==> config.mk <==
export PLATFORM = sky130hd
export DESIGN_NAME = vga_stream_sink
export DESIGN_NICKNAME = d
export VERILOG_FILES = /design/src/rtl/vga_stream_sink.sv
export SDC_FILE = /design/constraint.sdc
export NUM_CORES = 1
export LEC_CHECK = 0
export BUFFER_PORTS_ARGS = -buffer_cell sky130_fd_sc_hd__buf_2
export CAP_MARGIN = 40
export CORE_MARGIN = 2
export CORE_UTILIZATION = 54
export DETAILED_ROUTE_END_ITERATION = 16
export PLACE_DENSITY_LB_ADDON = 0.25
export SLEW_MARGIN = 25
export SYNTH_ARGS = -nofsm -noshare
export SYNTH_HDL_FRONTEND = slang
export SYNTH_SLANG_ARGS = --single-unit
==> constraint.sdc <==
create_clock -name clk -period 5.6 [get_ports clk]
set_input_delay 1.68 -clock clk [delete_from_list [all_inputs] [get_ports clk]]
set_output_delay 1.68 -clock clk [all_outputs]
set_load 0.01 [all_outputs]
==> src/rtl/vga_stream_sink.sv <==
// vga_stream_sink
//   Avalon-ST video sink that validates frame framing (SOP/EOP/length),
//   computes a rotate-XOR checksum per frame and counts good frames.
//
//   Optional build macro VGA_STREAM_SINK_MONITOR_EN enables the per-pixel
//   monitor (pix_valid/pix_x/pix_y/pix_data). When it is undefined those
//   ports are tied to zero.
//
// Ports
//   clk, rst            : single clock, asynchronous active-high reset
//   s_data/s_valid/
//   s_startofpacket/
//   s_endofpacket/
//   s_ready             : Avalon-ST sink, s_ready = !hold
//   hold                : backpressure request
//   err_clear           : clears sticky error flags (a same-cycle set wins)
//   frame_done          : one-cycle pulse after the closing beat of a frame
//   frame_ok            : last closed frame had correct length
//   frame_checksum      : checksum of the last closed frame
//   frame_count         : number of good frames, wraps at 16 bits
//   err_no_sop/
//   err_early_sop/
//   err_length          : sticky error flags
//   pix_valid/pix_x/
//   pix_y/pix_data      : per-pixel monitor, one cycle after each in-frame beat
module vga_stream_sink #(
    parameter int VGA_WIDTH  = 800,
    parameter int VGA_HEIGHT = 600,
    parameter int DATA_WIDTH = 30
) (
    input  logic                  clk,
    input  logic                  rst,
    input  logic [DATA_WIDTH-1:0] s_data,
    input  logic                  s_startofpacket,
    input  logic                  s_endofpacket,
    input  logic                  s_valid,
    output logic                  s_ready,
    input  logic                  hold,
    input  logic                  err_clear,
    output logic                  frame_done,
    output logic                  frame_ok,
    output logic [31:0]           frame_checksum,
    output logic [15:0]           frame_count,
    output logic                  err_no_sop,
    output logic                  err_early_sop,
    output logic                  err_length,
    output logic                  pix_valid,
    output logic [15:0]           pix_x,
    output logic [15:0]           pix_y,
    output logic [DATA_WIDTH-1:0] pix_data
);

    localparam int TOTAL = VGA_WIDTH * VGA_HEIGHT;
    localparam int CNT_W = $clog2(TOTAL + 1);
    localparam logic [CNT_W-1:0] TOTAL_C = CNT_W'(TOTAL);

    typedef enum logic {WAIT_SOP, ACTIVE} state_t;

    state_t           state;
    logic [CNT_W-1:0] pix_cnt;
    logic [31:0]      csum;

    logic             accept;
    logic             in_frame;
    logic [CNT_W-1:0] cnt_nxt;
    logic [31:0]      csum_nxt;
    logic             close;
    logic             close_ok;
    logic             set_no_sop;
    logic             set_early_sop;
    logic             set_length;

    function automatic logic [31:0] csum_step(input logic [31:0] c,
                                              input logic [DATA_WIDTH-1:0] d);
        return {c[30:0], c[31]} ^ 32'(d);
    endfunction

    assign s_ready = ~hold;
    assign accept  = s_valid & s_ready;

    // Beat evaluation: where the accepted beat lands and whether it closes a frame
    always_comb begin
        in_frame = 1'b0;
        cnt_nxt  = pix_cnt;
        csum_nxt = csum;
        if (accept) begin
            if (s_startofpacket) begin
                // SOP always (re)seeds a frame, also when one is open
                in_frame = 1'b1;
                cnt_nxt  = CNT_W'(1);
                csum_nxt = csum_step(32'd0, s_data);
            end else if (state == ACTIVE) begin
                in_frame = 1'b1;
                cnt_nxt  = pix_cnt + 1'b1;
                csum_nxt = csum_step(csum, s_data);
            end
        end
        // A frame that reaches TOTAL without EOP is closed as a length error
        close    = in_frame & (s_endofpacket | (cnt_nxt == TOTAL_C));
        close_ok = in_frame & s_endofpacket & (cnt_nxt == TOTAL_C);
    end

    assign set_no_sop    = accept & ~s_startofpacket & (state == WAIT_SOP);
    assign set_early_sop = accept & s_startofpacket & (state == ACTIVE);
    assign set_length    = close & ~close_ok;

    // Registered frame state and results
    always_ff @(posedge clk or posedge rst) begin
        if (rst) begin
            state          <= WAIT_SOP;
            pix_cnt        <= '0;
            csum           <= '0;
            frame_done     <= 1'b0;
            frame_ok       <= 1'b0;
            frame_checksum <= '0;
            frame_count    <= '0;
            err_no_sop     <= 1'b0;
            err_early_sop  <= 1'b0;
            err_length     <= 1'b0;
        end else begin
            frame_done <= close;
            if (close) begin
                state          <= WAIT_SOP;
                pix_cnt        <= '0;
                frame_checksum <= csum_nxt;
                frame_ok       <= close_ok;
                if (close_ok)
                    frame_count <= frame_count + 16'd1;
            end else if (in_frame) begin
                state   <= ACTIVE;
                pix_cnt <= cnt_nxt;
                csum    <= csum_nxt;
            end
            // Sticky flags: a new error in the clearing cycle survives
            err_no_sop    <= (err_no_sop    & ~err_clear) | set_no_sop;
            err_early_sop <= (err_early_sop & ~err_clear) | set_early_sop;
            err_length    <= (err_length    & ~err_clear) | set_length;
        end
    end

`ifdef VGA_STREAM_SINK_MONITOR_EN
    // Monitor stage: position of each in-frame pixel, one cycle behind the beat
    always_ff @(posedge clk or posedge rst) begin
        if (rst) begin
            pix_valid <= 1'b0;
            pix_x     <= '0;
            pix_y     <= '0;
            pix_data  <= '0;
        end else begin
            pix_valid <= in_frame;
            if (in_frame) begin
                pix_data <= s_data;
                if (s_startofpacket) begin
                    pix_x <= '0;
                    pix_y <= '0;
                end else if (pix_x == 16'(VGA_WIDTH - 1)) begin
                    pix_x <= '0;
                    pix_y <= pix_y + 16'd1;
                end else begin
                    pix_x <= pix_x + 16'd1;
                end
            end
        end
    end
`else
    assign pix_valid = 1'b0;
    assign pix_x     = '0;
    assign pix_y     = '0;
    assign pix_data  = '0;
`endif

endmodule

==> results of run 1 <==
[cell usage after synthesis, drive strengths merged, types with 2 or more instances]
| cell type | count |
|---|---|
| nor4 | 12 |
| or3 | 3 |
| xnor2 | 13 |
| inv | 8 |
| nand4 | 14 |
| a21oi | 10 |
| nor2b | 5 |
| xor2 | 11 |
| and3 | 33 |
| a22o | 2 |
| and3b | 2 |
| clkbuf | 22 |
| o21ai | 71 |
| nand3b | 2 |
| nand2 | 62 |
| nor3 | 11 |
| nand2b | 5 |
| mux2 | 67 |
| dfrtp | 105 |
| or4 | 4 |
| nor2 | 53 |
| ha | 2 |
| nand3 | 11 |
| and4 | 5 |
| nor4b | 2 |
| o31ai | 3 |
| nand4b | 4 |
| a31oi | 5 |
| o221ai | 2 |
| buf | 78 |
[layer usage]
layer	global-route usage	wire [um]	up-vias
li1	-	-	2289
met1	0.277	5800	2295
met2	0.353	6500	135
met3	0.0481	750	15
met4	0.0650	144	2
met5	0	13	-
[worst paths after layout]
path	cells past startpoint	slack [ns]	to
min	1	0.46	frame_count[15]
max reg2reg	9	1.88	frame_checksum[17]
max	10	0.95	frame_checksum[17]
max in group asynchronous	4	3.22	frame_checksum[31]
min reg2reg	1	0.46	frame_count[15]
min in group asynchronous	2	1.32	frame_count[2]
[state kept, by name, indices dropped and copies added (netlist names)]
signal / cells
frame_checksum: 32
frame_count: 16
pix_cnt: 19
frame_done: 1
err_early_sop: 1
state: 1
frame_ok: 1
err_no_sop: 1
err_length: 1
csum: 32
[through the flow]
step	hold WS (ns)	setup slack (ns)	area, um^2	utilization	cells
3_5_place_dp	0.454	0.602	6460	0.589	845
4_1_cts	0.467	0.958	6750	0.615	861
3_3_place_gp	0.452	0.608	6440	0.586	844
2_1_floorplan	0.481	1.02	6370	-	705
6_report	0.461	0.949	6750	0.615	861
5_1_grt	0.507	0.817	6750	0.615	861
[cell type report]
| class | count | area [um^2] |
|---|---|---|
| clock buffer | 10 | 239 |
| clock inverter | 6 | 50.0 |
| fill | 900 | 4230 |
| inverter | 8 | 32.5 |
| multi-input combinational | 492 | 3080 |
| sequential | 105 | 2630 |
| tap | 140 | 175 |
| timing repair buffer | 100 | 546 |
[worst max-delay path, delay by kind of cell]
family                 cells  cell delay (ns)
AO/OA/AOI/OAI              1             0.29
buffers and inverters      2             0.54
multiplexers               2             0.78
AND/OR/NAND/NOR            5             1.55
[power by group]
group / internal, mW / total, mW / switching (mW)
logic: 0.151 / 0.341 / 0.190
registers: 0.838 / 0.899 / 0.0608
clock network: 0.320 / 0.614 / 0.295
total: 1.31 / 1.85 / 0.546
[cell families (layout without fill, tap and decap cells)]
family,after synthesis,in the layout
simple gates,232,232
buf+inv,108,124
other cells,1,63
xor+xnor,24,24
fa+ha+maj,2,2
flops,105,105
compound gates,103,103
mux,68,68
==> impl_metrics.tcl, run 1 <==
set metrics [dict create \
    status "finished, final reports clean" \
    drc 0 \
    ctsHoldBuffers 0 \
    synth_top_family_by_area "simple AND/OR/NAND/NOR gates" \
    grt_pass1_vias 4480 \
    rsz0062_at_grt "no" \
    clk_path_buf_depth 2 \
    slowest_stage "or4_1" \
    grt_usage 0.212 \
    layout-drive-gt1-share 0.275 \
    synth_largest_area_cell "dfrtp_1" \
    drv_cap 0 \
    min_from "frame_count[15]" \
    ctsHtreeMaxLevel 3 \
    initial_utilization 0.559 \
    finalSetupViolations 0 \
    place_congestion 0.918 \
    p_leak_nw 2.91 \
    cp-start-kind "primary input" \
    clock.fmax_ghz 0.215 \
    dr.pass1.iters 4 \
    wl_per_cell_um 15.3 \
    finalCriticalPeriod_ns 4.65 \
    synthesis.area_um2 6140 \
    synth-edff-count 0 \
    power.total_mw 1.85 \
    yosysWarningCount 0 \
    power_density_nw_per_um2 275 \
    crit_path_max_fanout 33 \
    antenna_found_initial 1 \
    r2r-start "pix_cnt[3]" \
    hpwl_um 9140 \
    finalHoldViolCount 0 \
    n_antenna_cell 0 \
    clk_latency_ns 0.34 \
    overflow 0 \
    portBuffers 90 \
    crit_chain "buf_2 -> nand4b_4 -> nor4_1 -> mux2_2 -> nand4b_1 -> or4_1 -> o21ba_2 -> nor2_4 -> buf_4 -> mux2_2" \
    synthXorXnorAreaFrac 0.0342 \
    synth_top_area_share 0.428 \
    seq_area_frac_synth 0.428 \
    via_per_inst 5.50 \
    vias 4736 \
    clock-root-buffer "clkbuf_16" \
    synth_cell_types 58 \
    synth_fa_ha_area_frac 0.00407 \
    grt_pass1_wl_um 21600 \
    dieArea_um2 12200 \
    ir_worst_vdd_mv 0.194 \
    synthToLayoutAreaGrowth_pct 9.96 \
    fin_crit_sh 0.831 \
    synthSimpleGateAreaFrac 0.205 \
    numCtsBuffers 9 \
    crit_arrival_ns 4.87 \
    num_rows 38 \
    async_flop_share 1.00 \
    hold_path_class "reg2reg" \
    postSynthAreaPerCell_um2 9.55 \
    core-area_um2 11000 \
    post_cts_buffers 0 \
    synth_compound_area_frac 0.0949 \
    ios 154 \
    final-max-slew-violation-count 0 \
    finish.net_count 755 \
    die_w_um 111 \
    drt-initial-drc-count 246 \
    syn_inst 643 \
    cpPeakStageDelay_ns 0.65 \
    cts_tree "yes" \
    synth_seq_cells 105 \
    cp_common_cell "mux2_2" \
    setup-tns-final_ns 0 \
    cp-end-kind "flop" \
    synth_mux_area_frac 0.124 \
    path_clk_slew_ns 0.07 \
    synth-main-ff-cell "dfrtp_1" \
    crit_required_ns 5.82 \
    clock_sinks 105 \
    tightest_slew_ns 0.679 \
    grt_max_degree 62 \
    startpoint "hold" \
    final_common_cell "dfrtp_1" \
    wirelength_um 13200 \
    clock_skew_ns 0.00916 \
    drt.antenna.violating_nets 0 \
    netlist_top_cells_area "dfrtp_1, mux2_2, buf_4, o21ai_0, nand2_1" \
    critical_path_class "in2reg" \
    post_cts_resized 0 \
    final_cell_mix "dfrtp_1, buf_2, o21ai_0" \
    chipHeight_um 111 \
    slew_headroom 0.546 \
]
No activity file was read; power rests on OpenSTA's default activity.
==> run 2, diff against run 1 <==
--- a/config.mk
+++ b/config.mk
@@ -8,7 +8,7 @@
 export BUFFER_PORTS_ARGS = -buffer_cell sky130_fd_sc_hd__buf_2
 export CAP_MARGIN = 40
 export CORE_MARGIN = 2
-export CORE_UTILIZATION = 54
+export CORE_UTILIZATION = 49
 export DETAILED_ROUTE_END_ITERATION = 16
 export PLACE_DENSITY_LB_ADDON = 0.25
 export SLEW_MARGIN = 25
==> constraint.sdc (replaced) <==
create_clock -name clk -period 3.8 [get_ports clk]
set_input_delay 1.14 -clock clk [delete_from_list [all_inputs] [get_ports clk]]
set_output_delay 1.14 -clock clk [all_outputs]
set_load 0.01 [all_outputs]
==> impl_metrics.tcl, run 2 (synthesis gave the netlist of run 1 again) <==
set metrics [dict create \
    synthToLayoutAreaGrowth_pct 14.7 \
    crit_chain "buf_2 -> nand4b_4 -> nor4_2 -> mux2_2 -> nand4b_1 -> or4_1 -> or4_4 -> buf_4 -> nor2_1 -> xor2_1" \
    dpl_worst_slack_ns -0.233 \
    antenna_found_initial 0 \
    grt_usage 0.211 \
    drt-initial-drc-count 226 \
    overflow 0 \
    portBuffers 90 \
    hold_path_class "reg2reg" \
    top_regs "csum (32), frame_checksum (32), pix_cnt (19)" \
    rsz0062_at_grt "no" \
    p_leak_nw 3.06 \
    ctsHtreeMaxLevel 3 \
    n_antenna_cell 0 \
    finalInstanceArea_um2 7040 \
    cp-end-kind "flop" \
    final-max-slew-violation-count 0 \
    cp-start-kind "primary input" \
    status "finished, final reports clean" \
    finalCriticalPeriod_ns 3.66 \
    clock_skew_ns 0.0134 \
    crit_path_max_fanout 10 \
    hpwl_um 9880 \
    grt_pass1_wl_um 22500 \
    grt_pass1_vias 4704 \
    fin_crit_sh 0.963 \
    clk_path_buf_depth 2 \
    power.total_mw 2.72 \
    via_per_inst 5.29 \
    num_rows 40 \
    dr.pass1.iters 5 \
    hold_slack_ns 0.469 \
    fin_ws_ns 0.141 \
    place_congestion 0.882 \
    r2r_cells 9 \
    clock_sinks 105 \
    path_clk_slew_ns 0.06 \
    grt_max_degree 62 \
    drt.antenna.violating_nets 0 \
    final_cell_mix "dfrtp_1, buf_2, o21ai_0" \
    clock-root-buffer "clkbuf_16" \
    place_area_um2 6770 \
    critical_path_class "in2reg" \
    ir_worst_vdd_mv 0.315 \
    die_w_um 116 \
    finalSetupViolations 0 \
    power_density_nw_per_um2 386 \
    numCtsBuffers 9 \
    cpPeakStageDelay_ns 0.57 \
    layout-drive-gt1-share 0.306 \
    chipHeight_um 116 \
    clock.fmax_ghz 0.273 \
    dieArea_um2 13400 \
    initial_utilization 0.507 \
    wl_per_cell_um 14.8 \
    ios 154 \
    core-area_um2 12100 \
    final_common_cell "dfrtp_1" \
    drc 0 \
    crit_required_ns 4.07 \
    finalHoldViolCount 0 \
    min_path_cells 1 \
    drv_cap 0 \
    cts_tree "yes" \
    crit_arrival_ns 3.93 \
    vias 4864 \
    wirelength_um 13600 \
    slowest_stage "or4_4" \
    finish.net_count 786 \
    clk_latency_ns 0.36 \
]
run 2: stage by stage:
| step | cells | util | TNS, ns |
|---|---|---|---|
| 6_report | 919 | 0.582 | 0 |
| 3_3_place_gp | 903 | 0.558 | -13.70 |
| 5_1_grt | 919 | 0.582 | 0 |
| 4_1_cts | 919 | 0.581 | 0 |
| 3_5_place_dp | 904 | 0.559 | -15.68 |
| 2_1_floorplan | 705 | - | -0.0593 |
run 2: path summary, 6_finish.rpt:
kind / end / slack, ns / from
setup / recovery: frame_count[9] / 0.14 / hold
hold / removal: frame_count[15] / 0.47 / frame_count[15]
setup reg to reg: frame_count[9] / 0.43 / pix_cnt[3]
hold reg to reg: frame_count[15] / 0.47 / frame_count[15]
max in group asynchronous: csum[15] / 2.38 / rst
min in group asynchronous: frame_checksum[4] / 0.70 / rst
run 2: area by class of cell:
class	instances	area, um^2
Inverter	8	33.8
Fill cell	1089	5070
Clock inverter	5	36.3
Sequential cell	105	2630
Clock buffer	10	229
Timing Repair Buffer	131	808
Tap cell	168	210
Multi-Input combinational cell	492	3100
run 2: repair_timing:
item                       CTS  global route
hold buffers                 0             0
gates resized for setup      0             1
setup endpoints to repair    0             7
setup buffers                0             0
run 2: worst max-delay path: cells and delay by family:
family / cells / cell delay [ns]
buffers and inverters: 2 / 0.29
AND/OR/NAND/NOR: 6 / 1.96
XOR/XNOR: 1 / 0.15
multiplexers: 1 / 0.38
run 2: per-layer routing:
metal,routed length [um],vias to the layer above,global-route usage
li1,-,2354,-
met1,5880,2371,0.265
met2,6690,125,0.352
met3,859,14,0.0596
met4,167,0,0.0730
met5,0,-,0
run 2: where the power goes:
group	internal [mW]	switching, mW	total [mW]
registers	1.24	0.0910	1.33
clock network	0.446	0.427	0.873
logic	0.239	0.282	0.521
